--- config.mk ---
export PLATFORM = sky130hd
export DESIGN_NAME = mult_div_unit
export DESIGN_NICKNAME = d
export VERILOG_FILES = /design/src/rtl/mult_div_unit.sv
export SDC_FILE = /design/constraint.sdc
export NUM_CORES = 1
export LEC_CHECK = 0
export BUFFER_PORTS_ARGS = -buffer_cell sky130_fd_sc_hd__buf_2
export CORE_ASPECT_RATIO = 0.6
export CORE_MARGIN = 8
export CORE_UTILIZATION = 40
export DETAILED_ROUTE_END_ITERATION = 16
export SYNTH_ARGS = -nofsm -noshare
export SYNTH_HDL_FRONTEND = slang
export SYNTH_SLANG_ARGS = --single-unit
--- constraint.sdc ---
create_clock -name clock -period 5.35 [get_ports clock]
set_input_delay 1.3375 -clock clock [delete_from_list [all_inputs] [get_ports clock]]
set_output_delay 1.3375 -clock clock [all_outputs]
set_load 0.01 [all_outputs]
--- src/rtl/mult_div_unit.sv ---
// Iterative multiply/divide unit with architectural Hi/Lo registers.
// One result bit per clock: shift-add multiply, restoring divide, sign fix-up at the end.
module mult_div_unit #(
  parameter int WIDTH = 32
) (
  input  logic             clock,
  input  logic             reset,
  input  logic             start,
  input  logic [1:0]       op,
  input  logic [WIDTH-1:0] A,
  input  logic [WIDTH-1:0] B,
  input  logic             hi_wr,
  input  logic             lo_wr,
  input  logic [WIDTH-1:0] wdata,
  output logic             busy,
  output logic             done,
  output logic             div_zero,
  output logic [WIDTH-1:0] Hi,
  output logic [WIDTH-1:0] Lo
);

  localparam int CW = $clog2(WIDTH + 1);

  typedef enum logic [1:0] {
    IDLE = 2'd0,
    CALC = 2'd1,
    FIX  = 2'd2
  } state_t;

  state_t state, state_nxt;

  logic [CW-1:0]      cnt;
  logic               dz_pend;
  logic               is_div;
  logic               neg_res;
  logic               neg_rem;
  logic [WIDTH-1:0]   opnd;
  logic [2*WIDTH-1:0] acc;

  logic signed [WIDTH-1:0] a_s;
  logic signed [WIDTH-1:0] b_s;
  logic                    signed_op;
  logic                    div_op;
  logic                    a_neg;
  logic                    b_neg;
  logic                    b_zero;
  logic [WIDTH-1:0]        a_mag;
  logic [WIDTH-1:0]        b_mag;

  logic [WIDTH:0]       mul_sum;
  logic [2*WIDTH-1:0]   mul_nxt;
  logic [WIDTH:0]       div_sh;
  logic [WIDTH-1:0]     div_diff;
  logic                 div_ge;
  logic [2*WIDTH-1:0]   div_nxt;
  logic [2*WIDTH-1:0]   prod_fix;
  logic [WIDTH-1:0]     quot_fix;
  logic [WIDTH-1:0]     rem_fix;

  function automatic logic [WIDTH-1:0] neg_if(input logic [WIDTH-1:0] v, input logic n);
    return n ? (-v) : v;
  endfunction

  function automatic logic [2*WIDTH-1:0] neg2_if(input logic [2*WIDTH-1:0] v, input logic n);
    return n ? (-v) : v;
  endfunction

  // Operand decode: magnitudes of signed operands; most-negative maps onto itself,
  // which is the correct unsigned magnitude 2^(WIDTH-1).
  assign a_s       = A;
  assign b_s       = B;
  assign signed_op = ~op[0];
  assign div_op    = op[1];
  assign a_neg     = signed_op & a_s[WIDTH-1];
  assign b_neg     = signed_op & b_s[WIDTH-1];
  assign b_zero    = (B == '0);
  assign a_mag     = neg_if(A, a_neg);
  assign b_mag     = neg_if(B, b_neg);

  // Multiply step: acc = {partial product high, remaining multiplier bits}
  assign mul_sum = {1'b0, acc[2*WIDTH-1:WIDTH]} + (acc[0] ? {1'b0, opnd} : '0);
  assign mul_nxt = {mul_sum, acc[WIDTH-1:1]};

  // Divide step: acc = {remainder, quotient/dividend}
  assign div_sh   = {acc[2*WIDTH-1:WIDTH], acc[WIDTH-1]};
  assign div_ge   = (div_sh >= {1'b0, opnd});
  assign div_diff = div_sh[WIDTH-1:0] - opnd;
  assign div_nxt  = div_ge ? {div_diff, acc[WIDTH-2:0], 1'b1}
                           : {div_sh[WIDTH-1:0], acc[WIDTH-2:0], 1'b0};

  assign prod_fix = neg2_if(acc, neg_res);
  assign quot_fix = neg_if(acc[WIDTH-1:0], neg_res);
  assign rem_fix  = neg_if(acc[2*WIDTH-1:WIDTH], neg_rem);

  always_ff @(posedge clock) begin
    if (!reset) state <= IDLE;
    else        state <= state_nxt;
  end

  always_comb begin
    state_nxt = state;
    unique case (state)
      IDLE:    if (start && !(div_op && b_zero)) state_nxt = CALC;
      CALC:    if (cnt == CW'(1)) state_nxt = FIX;
      FIX:     state_nxt = IDLE;
      default: state_nxt = IDLE;
    endcase
  end

  // Control and architectural registers
  always_ff @(posedge clock) begin
    if (!reset) begin
      busy     <= 1'b0;
      done     <= 1'b0;
      div_zero <= 1'b0;
      dz_pend  <= 1'b0;
      cnt      <= '0;
      Hi       <= '0;
      Lo       <= '0;
    end else begin
      done     <= dz_pend;
      div_zero <= dz_pend;
      dz_pend  <= 1'b0;
      unique case (state)
        IDLE: begin
          if (hi_wr) Hi <= wdata;
          if (lo_wr) Lo <= wdata;
          if (start) begin
            if (div_op && b_zero) begin
              dz_pend <= 1'b1;
            end else begin
              busy <= 1'b1;
              cnt  <= CW'(WIDTH);
            end
          end
        end
        CALC: cnt <= cnt - CW'(1);
        FIX: begin
          busy <= 1'b0;
          done <= 1'b1;
          if (is_div) begin
            Hi <= rem_fix;
            Lo <= quot_fix;
          end else begin
            Hi <= prod_fix[2*WIDTH-1:WIDTH];
            Lo <= prod_fix[WIDTH-1:0];
          end
        end
        default: ;
      endcase
    end
  end

  // Datapath registers
  always_ff @(posedge clock) begin
    if (state == IDLE && start) begin
      is_div  <= div_op;
      neg_res <= a_neg ^ b_neg;
      neg_rem <= a_neg;
      if (div_op) begin
        opnd <= b_mag;
        acc  <= {{WIDTH{1'b0}}, a_mag};
      end else begin
        opnd <= a_mag;
        acc  <= {{WIDTH{1'b0}}, b_mag};
      end
    end else if (state == CALC) begin
      acc <= is_div ? div_nxt : mul_nxt;
    end
  end

endmodule

# == Word level (Yosys, flattened, before mapping) ==
# Cells that the tools add are included.
# word_totals
regBits,175
inputBits,103
output_inout_bits,67
word_cells,79
# op_classes
n_addsub,8
n_lt_le_gt_ge,1
n_eq_ne,9
mux,29
bitwise,4
n_reduce_logical,15
# ops
op,n
2-to-1 mux 32 bit,11
2-to-1 mux 64 bit,5
negator 32 bit,4
one-hot mux 32 bit (2 select lines),2
negator 64 bit,1
adder 32 x 32 -> 33 bit,1
greater-or-equal comparator 33 x 32 -> 1 bit,1
logical NOT 32 bit,1
subtractor 32 bit,1
2-to-1 mux 6 bit,2
"inequality test 2 bit, second input constant",6
one-hot mux 6 bit (2 select lines),1
AND reduction 3 bit,3
"equality test 6 x 1 -> 1 bit, second input constant",1
AND reduction 2 bit,3
nonzero test 2 bit,3
"subtractor 6 x 1 -> 6 bit, second input constant",1
2-to-1 mux 1 bit,4
2-to-1 mux 2 bit,2
one-hot mux 2 bit (2 select lines),1
logical AND 1 bit,3
bitwise AND 1 bit,2
"equality test 2 x 1 -> 1 bit, second input constant",1
"equality test 2 bit, second input constant",1
other kinds (5),5

# == Depth between registers and ports, before layout ==
# Gate-level depths: netlist (run 1).
# depth
ltp_word,6
mapped_depth,14
mapped_depth_nobuf,12

# == Least setup slack after synthesis (run 1) ==
# OpenSTA, ideal clock, no wires.
# synth_timing
path_type,input-to-reg
startpoint,input port start
endpoint,register acc[0] (enable)
setup_ns,0.424
arrival_ns,3.558
path_slack_ns,1.368
path_stages,4
path_cell_list,or3b_2 clkbuf_1 clkbuf_1 nand2_1
# synth_via
elab_chain_len,2
# synth_lines
item,line_no,text
"start, declared",8,"input logic start,"
logical AND 1 bit,156,if (state == IDLE && start) begin
nonzero test 2 bit (no source line),--,
"end signal, assigned",162,"acc <= {{WIDTH{1'b0}}, a_mag};"
"end signal, assigned",165,"acc <= {{WIDTH{1'b0}}, b_mag};"
"end signal, assigned",168,acc <= is_div ? div_nxt : mul_nxt;
"end, declared",38,logic [2*WIDTH-1:0] acc;
# Every way passes these cells.
# A chain may end at the register's enable or synchronous reset.

# == Final worst setup path (run 1) ==
# layout_timing
startpoint,register acc[4]
endpoint,register Hi[25]
# layout_via
elab_chain_len,4
# layout_lines
item,line_no,text
negator 64 bit,65,return n ? (-v) : v;
2-to-1 mux 64 bit,65,
2-to-1 mux 32 bit,141,if (is_div) begin
one-hot mux 32 bit (2 select lines),124,unique case (state)
"end signal, assigned",126,if (hi_wr) Hi <= wdata;
"end signal, assigned",142,Hi <= rem_fix;
"end signal, assigned",145,Hi <= prod_fix[2*WIDTH-1:WIDTH];
"end, declared",18,"output logic [WIDTH-1:0] Hi,"
# Every way passes these cells.

==> results of run 1 <==
power by group through the flow:
stage | combinational, uW | sequential [uW] | clock, uW
after floorplan | 2350 | 1950 | 0
after global placement | 3190 | 2140 | 0
after detailed placement | 3220 | 2140 | 0
after CTS | 3240 | 2120 | 1280
after global routing | 3640 | 2150 | 1330
final | 3360 | 2140 | 1270
area by class of cell:
type | instances | area [um2]
multi-input combinational | 1474 | 9840
timing repair buffer | 187 | 996
clock buffer | 23 | 510
fill | 3653 | 19800
inverter | 62 | 233
tap | 504 | 631
clock inverter | 9 | 66.3
sequential | 175 | 4490
cell families (layout without fill, tap and decap cells):
kind of cell	after synthesis	after routing
adder cells (fa/ha/maj)	72	72
flip-flops	175	175
AO/OA/AOI/OAI	546	546
multiplexers	112	112
AND/OR/NAND/NOR	568	568
buffers and inverters	164	281
XOR/XNOR	176	176
metal layers:
| metal | share of wire [%] | vias to the layer above | global-route usage [%] |
|---|---|---|---|
| met5 | 0.041 | - | 0 |
| met4 | 1.5 | 4 | 4.96 |
| met3 | 12 | 53 | 8.39 |
| met2 | 37 | 781 | 30.2 |
| met1 | 50 | 7013 | 38.2 |
| li1 | - | 6865 | - |
per-stage QoR:
| stage | hold slack (ns) | total power (uW) | setup slack [ns] | instances |
|---|---|---|---|---|
| floorplan | 0.423 | 4300 | 1.37 | 1813 |
| global placement | 0.446 | 5320 | 0.753 | 2402 |
| detailed placement | 0.452 | 5360 | 0.751 | 2402 |
| CTS | 0.471 | 6640 | 1.12 | 2434 |
| global route | 0.500 | 7130 | 0.634 | 2434 |
| finish | 0.472 | 6760 | 1.01 | 2434 |
state kept, by name, summed over array words and instances (netlist names):
| signal | flops |
|---|---|
| acc | 64 |
| Hi | 32 |
| busy | 1 |
| state | 2 |
| cnt | 6 |
| is_div | 1 |
| div_zero | 1 |
| done | 1 |
| dz_pend | 1 |
| opnd | 32 |
| neg_res | 1 |
| Lo | 32 |
| neg_rem | 1 |
final timing paths:
| kind | to | slack [ns] | cells past startpoint |
|---|---|---|---|
| min | div_zero$_SDFF_PN0_ | 0.47 | 1 |
| max | Hi[25]$_SDFFE_PN0P_ | 1.01 | 9 |
| min reg2reg | div_zero$_SDFF_PN0_ | 0.47 | 1 |
| max reg2reg | Hi[25]$_SDFFE_PN0P_ | 1.01 | 9 |
critical path: stages (launching register included):
cell and delay, ns:
edfxtp_1 0.47, nor4_1 0.51, nor4bb_1 0.68, nand3_1 0.34, nor2_1 0.48, nand3_1 0.17, a2111oi_0 1.02, a21oi_1 0.23
xnor2_1 0.21, a21oi_1 0.08
cell usage in the layout (no fill, tap or decap), drive strengths merged, types with 9 or more instances in the layout:
master	Yosys	layout
a211oi	47	47
a21o	31	31
a21oi	164	164
a31oi	17	17
and2	10	10
and3	12	12
buf	16	187
clkbuf	86	23
dfxtp	76	76
edfxtp	99	99
ha	70	70
inv	60	67
mux2i	109	109
nand2	161	161
nand2b	20	20
nand3	24	24
nand4	14	14
nor2	173	173
nor2b	43	43
nor3	28	28
nor4	20	20
o211ai	18	18
o21a	11	11
o21ai	116	116
o21bai	13	13
o221ai	23	23
o22ai	14	14
o31ai	25	25
o41ai	18	18
or2	9	9
or3	20	20
or4	14	14
xnor2	70	70
xor2	106	106
==> results.cfg, run 1 <==
[status]
status = finished, final reports clean

[timing]
clock.fmax_mhz = 230
finalCritPeriodShare_pct = 81.2
tns_ns = 0
setup_viol = 0
worst_pin_slew_ns = 1.17
rsz0062_at_grt = no
clock_skew_ns = 0.0126
maxSlewHeadroom_pct = 19.9
finalMaxSlewViolations = 0
fin_crit_ns = 4.34
finalHoldViolations = 0

[finish]
drive_gt1_share_pct = 12.9
diodes = 0
fin_area_um2 = 16800
area_growth_pct = 12.4
fin_util_pct = 45.9
nets = 2092

[floorplanning]
dieWidth_um = 265
initial_core_util_pct = 40.8
ios = 170
num_rows = 54
design.core.area_um2 = 36600
dieArea_um2 = 43900
die_y_um = 166

[synthesis]
yosysSeqAreaShare_pct = 30.1
synth_edf_count = 99
synth.largest_area_cell = edfxtp_1
synth-seq-cells = 175
syn_area_um2 = 14900
synth.distinct_cells = 71
synth_compound_area_share_pct = 23.4
netlist_top_cells_count = 173 x nor2_1, 164 x a21oi_1, 161 x nand2_1
yosysMostFrequentCell = nor2_1
synth_top_area_share_pct = 19.9
synth_xor_area_share_pct = 10.3
syn_avg_cell_area_um2 = 8.23
synthesis.instances = 1813
synth.area.mux_share_pct = 7.54
async_flop_share_pct = 0
synthesis.nets = 1988
yosys_warnings = 0
synth_area_leaders = edfxtp_1 20%, dfxtp_1 10%, mux2i_1 7.3%, xor2_1 6.2%, ha_1 5.9%
synthSimpleGateAreaFrac_pct = 18.3
synth_ff_type = edfxtp_1
synth_top_family_by_area = compound AO/OA/AOI/OAI gates
synthAdderAreaFrac_pct = 6.14

[clock_network]
cts_sinks = 175
cts.htree.levels = 4
insertion_delay_ns = 0.46
cts_root_buf = clkbuf_16
cts_setup_buffers = 0
postCtsHoldBufs = 0
clockBufferDepth = 2
clk_pin_slew_ns = 0.07
numCtsBuffers = 17
cts_tree = yes
cts_resized = 0

[power_and_ir_drop]
pwr-share-comb_pct = 49.6
p_seq_share_pct = 31.6
leakagePower_uw = 0.00695
ir_worst_vdd_uv = 291
p_switching_uw = 3070
power_frac_clock_pct = 18.8
power_density_nw_per_um2 = 403
internal_power_uw = 3690
swShare_pct = 45.5

[detailed_routing]
ant_nets = 0
via_per_inst = 6.05
vias = 14700
drtIter0Drc = 1997
wire_per_inst_um = 22.8
drt_wl_total_mm = 55.4
first_pass_iters = 6
drc = 0

[place]
place.detailed.hpwl_mm = 43.6
gp_congestion = 0.992
placed_area_um2 = 16200
port_buffers = 169

[setup_path]
critPathLaunchType = flop
cp-startpoint = acc[4]$_DFFE_PP_
reg2reg_from = acc[4]$_DFFE_PP_
worstSetupEndpointType = flop
worstPathMaxFanout = 5
crit_type = flop to flop
critical_path_arrival_ns = 4.65
required_ns = 5.65

[global_routing]
antenna_found_initial = 2
grt_first_pass_wirelength_mm = 83.5
grt_util_all_layers_pct = 24.2
grt_max_degree = 92
overflow = 0
grt_pass1_vias = 13400

[worst_hold_path]
min-delay-start = dz_pend$_SDFF_PN0_
hold_class = flop to flop

[run]
cap_viol_max_count = 0
Power figures use the tool's default switching activity.
==> run 2: changes to the inputs <==
- clock period: 5.35 -> 4.1 ns (I/O delays scaled with it)
==> run 2 against run 1 <==
  * Design area up 3.1%
  * Cell count up 2.6%
  * Clock skew down 0.00075 ns
  * Wire length up 2.7%
  * Critical path depth up 2
  * Worst setup slack worse by 0.68 ns
  * Sequential cell count unchanged
  * Power up 35%
==> results.cfg, run 2 (same netlist as run 1, synthesis figures left out) <==
[status]
status = finished, final reports clean

[floorplanning]
design.core.area_um2 = 36600
dieWidth_um = 265
initial_core_util_pct = 40.8
dieArea_um2 = 43900
die_y_um = 166
num_rows = 54
ios = 170

[timing]
finalMaxSlewViolations = 0
finalHoldViolations = 0
setup_viol = 0
maxSlewHeadroom_pct = 16.1
clock.fmax_mhz = 265
finalCritPeriodShare_pct = 91.9
clock_skew_ns = 0.0118
fin_crit_ns = 3.77
worst_pin_slew_ns = 1.26
rsz0062_at_grt = no
layout_setup_ws_ns = 0.331
tns_ns = 0

[detailed_routing]
drtIter0Drc = 1881
via_per_inst = 5.97
wire_per_inst_um = 22.8
ant_nets = 0
vias = 14900
drt_wl_total_mm = 56.9
drc = 0
first_pass_iters = 5

[setup_path]
cp-startpoint = acc[39]$_SDFFCE_PP0P_
reg2reg_from = acc[39]$_SDFFCE_PP0P_
crit_type = flop to flop
critPathLaunchType = flop
critical_path_arrival_ns = 3.95
required_ns = 4.28
worstSetupEndpointType = flop
reg2reg_depth = 11
cp-endpoint = acc[48]$_SDFFCE_PP0P_
worstPathMaxFanout = 14
rrSetupSlack_ns = 0.33
r2r_end = acc[48]$_SDFFCE_PP0P_

[finish]
largest_reg_flops = 64
nets = 2155
diodes = 0
final_common_cell = nor2_1
top_register = acc
drive_gt1_share_pct = 15.7
mostFrequentLayoutCells = 172 x nor2_1, 168 x buf_2, 164 x a21oi_1, 160 x nand2_1, 116 x o21ai_0
area_growth_pct = 15.9

[power_and_ir_drop]
ir_worst_vdd_uv = 369
power_density_nw_per_um2 = 527
finalPower_uw = 9110
leakagePower_uw = 0.00726

[run]
cap_viol_max_count = 0

[place]
place.detailed.hpwl_mm = 45.4
pre_cts_ws_ns = 0.313
port_buffers = 169
gp_congestion = 0.948

[global_routing]
antenna_found_initial = 0
grt_util_all_layers_pct = 24.8
grt_pass1_vias = 13800
overflow = 0
grt_max_degree = 79
grt_first_pass_wirelength_mm = 85.4

[clock_network]
cts_sinks = 175
cts_setup_buffers = 0
clk_pin_slew_ns = 0.07
insertion_delay_ns = 0.45
cts_resized = 0
postCtsHoldBufs = 0
cts.htree.levels = 4
numCtsBuffers = 17
cts_root_buf = clkbuf_16
clockBufferDepth = 2
cts_tree = yes

[worst_hold_path]
min-delay-start = dz_pend$_SDFF_PN0_
hold_class = flop to flop
## run 2: power breakdown
group / switching [uW] / leakage (uW) / total (uW) / internal (uW)
Sequential: 371 / 0.00160 / 2600 / 2230
Clock: 779 / 0.000268 / 1650 / 866
Combinational: 2950 / 0.00539 / 4870 / 1920
## run 2: how the worst min path moves through the flow
stage	endpoint	slack, ns	depth (start not counted)
after floorplan	cnt[4]$_SDFFE_PN0P_	0.42	1
after global placement	done$_SDFF_PN0_	0.45	1
after detailed placement	div_zero$_SDFF_PN0_	0.45	1
after CTS	div_zero$_SDFF_PN0_	0.47	1
after global routing	busy$_SDFFE_PN0P_	0.50	2
final	div_zero$_SDFF_PN0_	0.47	1
## run 2: critical path: stages, from the launching register on
cell      delay, ns
edfxtp_1       0.52
ha_1           0.42
a21o_1         0.22
o21bai_1       0.16
a311o_1        0.41
nor4_1         0.34
o41a_1         0.28
o31ai_4        0.09
buf_4          0.21
buf_4          0.20
o21ai_0        0.49
a211oi_1       0.16
## run 2: final cells by class
cell class / count / area (um2)
fillers: 3620 / 19300
clock inverters: 13 / 128
repair buffers: 250 / 1520
flip-flops and latches: 175 / 4490
well taps: 504 / 631
multi-input cells: 1474 / 9840
clock buffers: 19 / 443
inverters: 62 / 233
## run 2: metrics by stage
step | hold WS, ns | instance area (um2) | utilization (%) | cells
after global routing | 0.495 | 17300 | 47.3 | 2497
final | 0.470 | 17300 | 47.3 | 2497
after detailed placement | 0.452 | 16700 | 45.7 | 2465
after global placement | 0.447 | 16700 | 45.7 | 2465
after floorplan | 0.423 | 14900 | - | 1813
after CTS | 0.467 | 17300 | 47.3 | 2497
## run 2: routing by layer
metal,track usage [%],vias up,wire (um)
met4,4.56,2,737
met5,2.02,-,117
met3,8.92,46,6990
li1,-,7004,-
met2,31.4,772,21200
met1,38.6,7075,27900
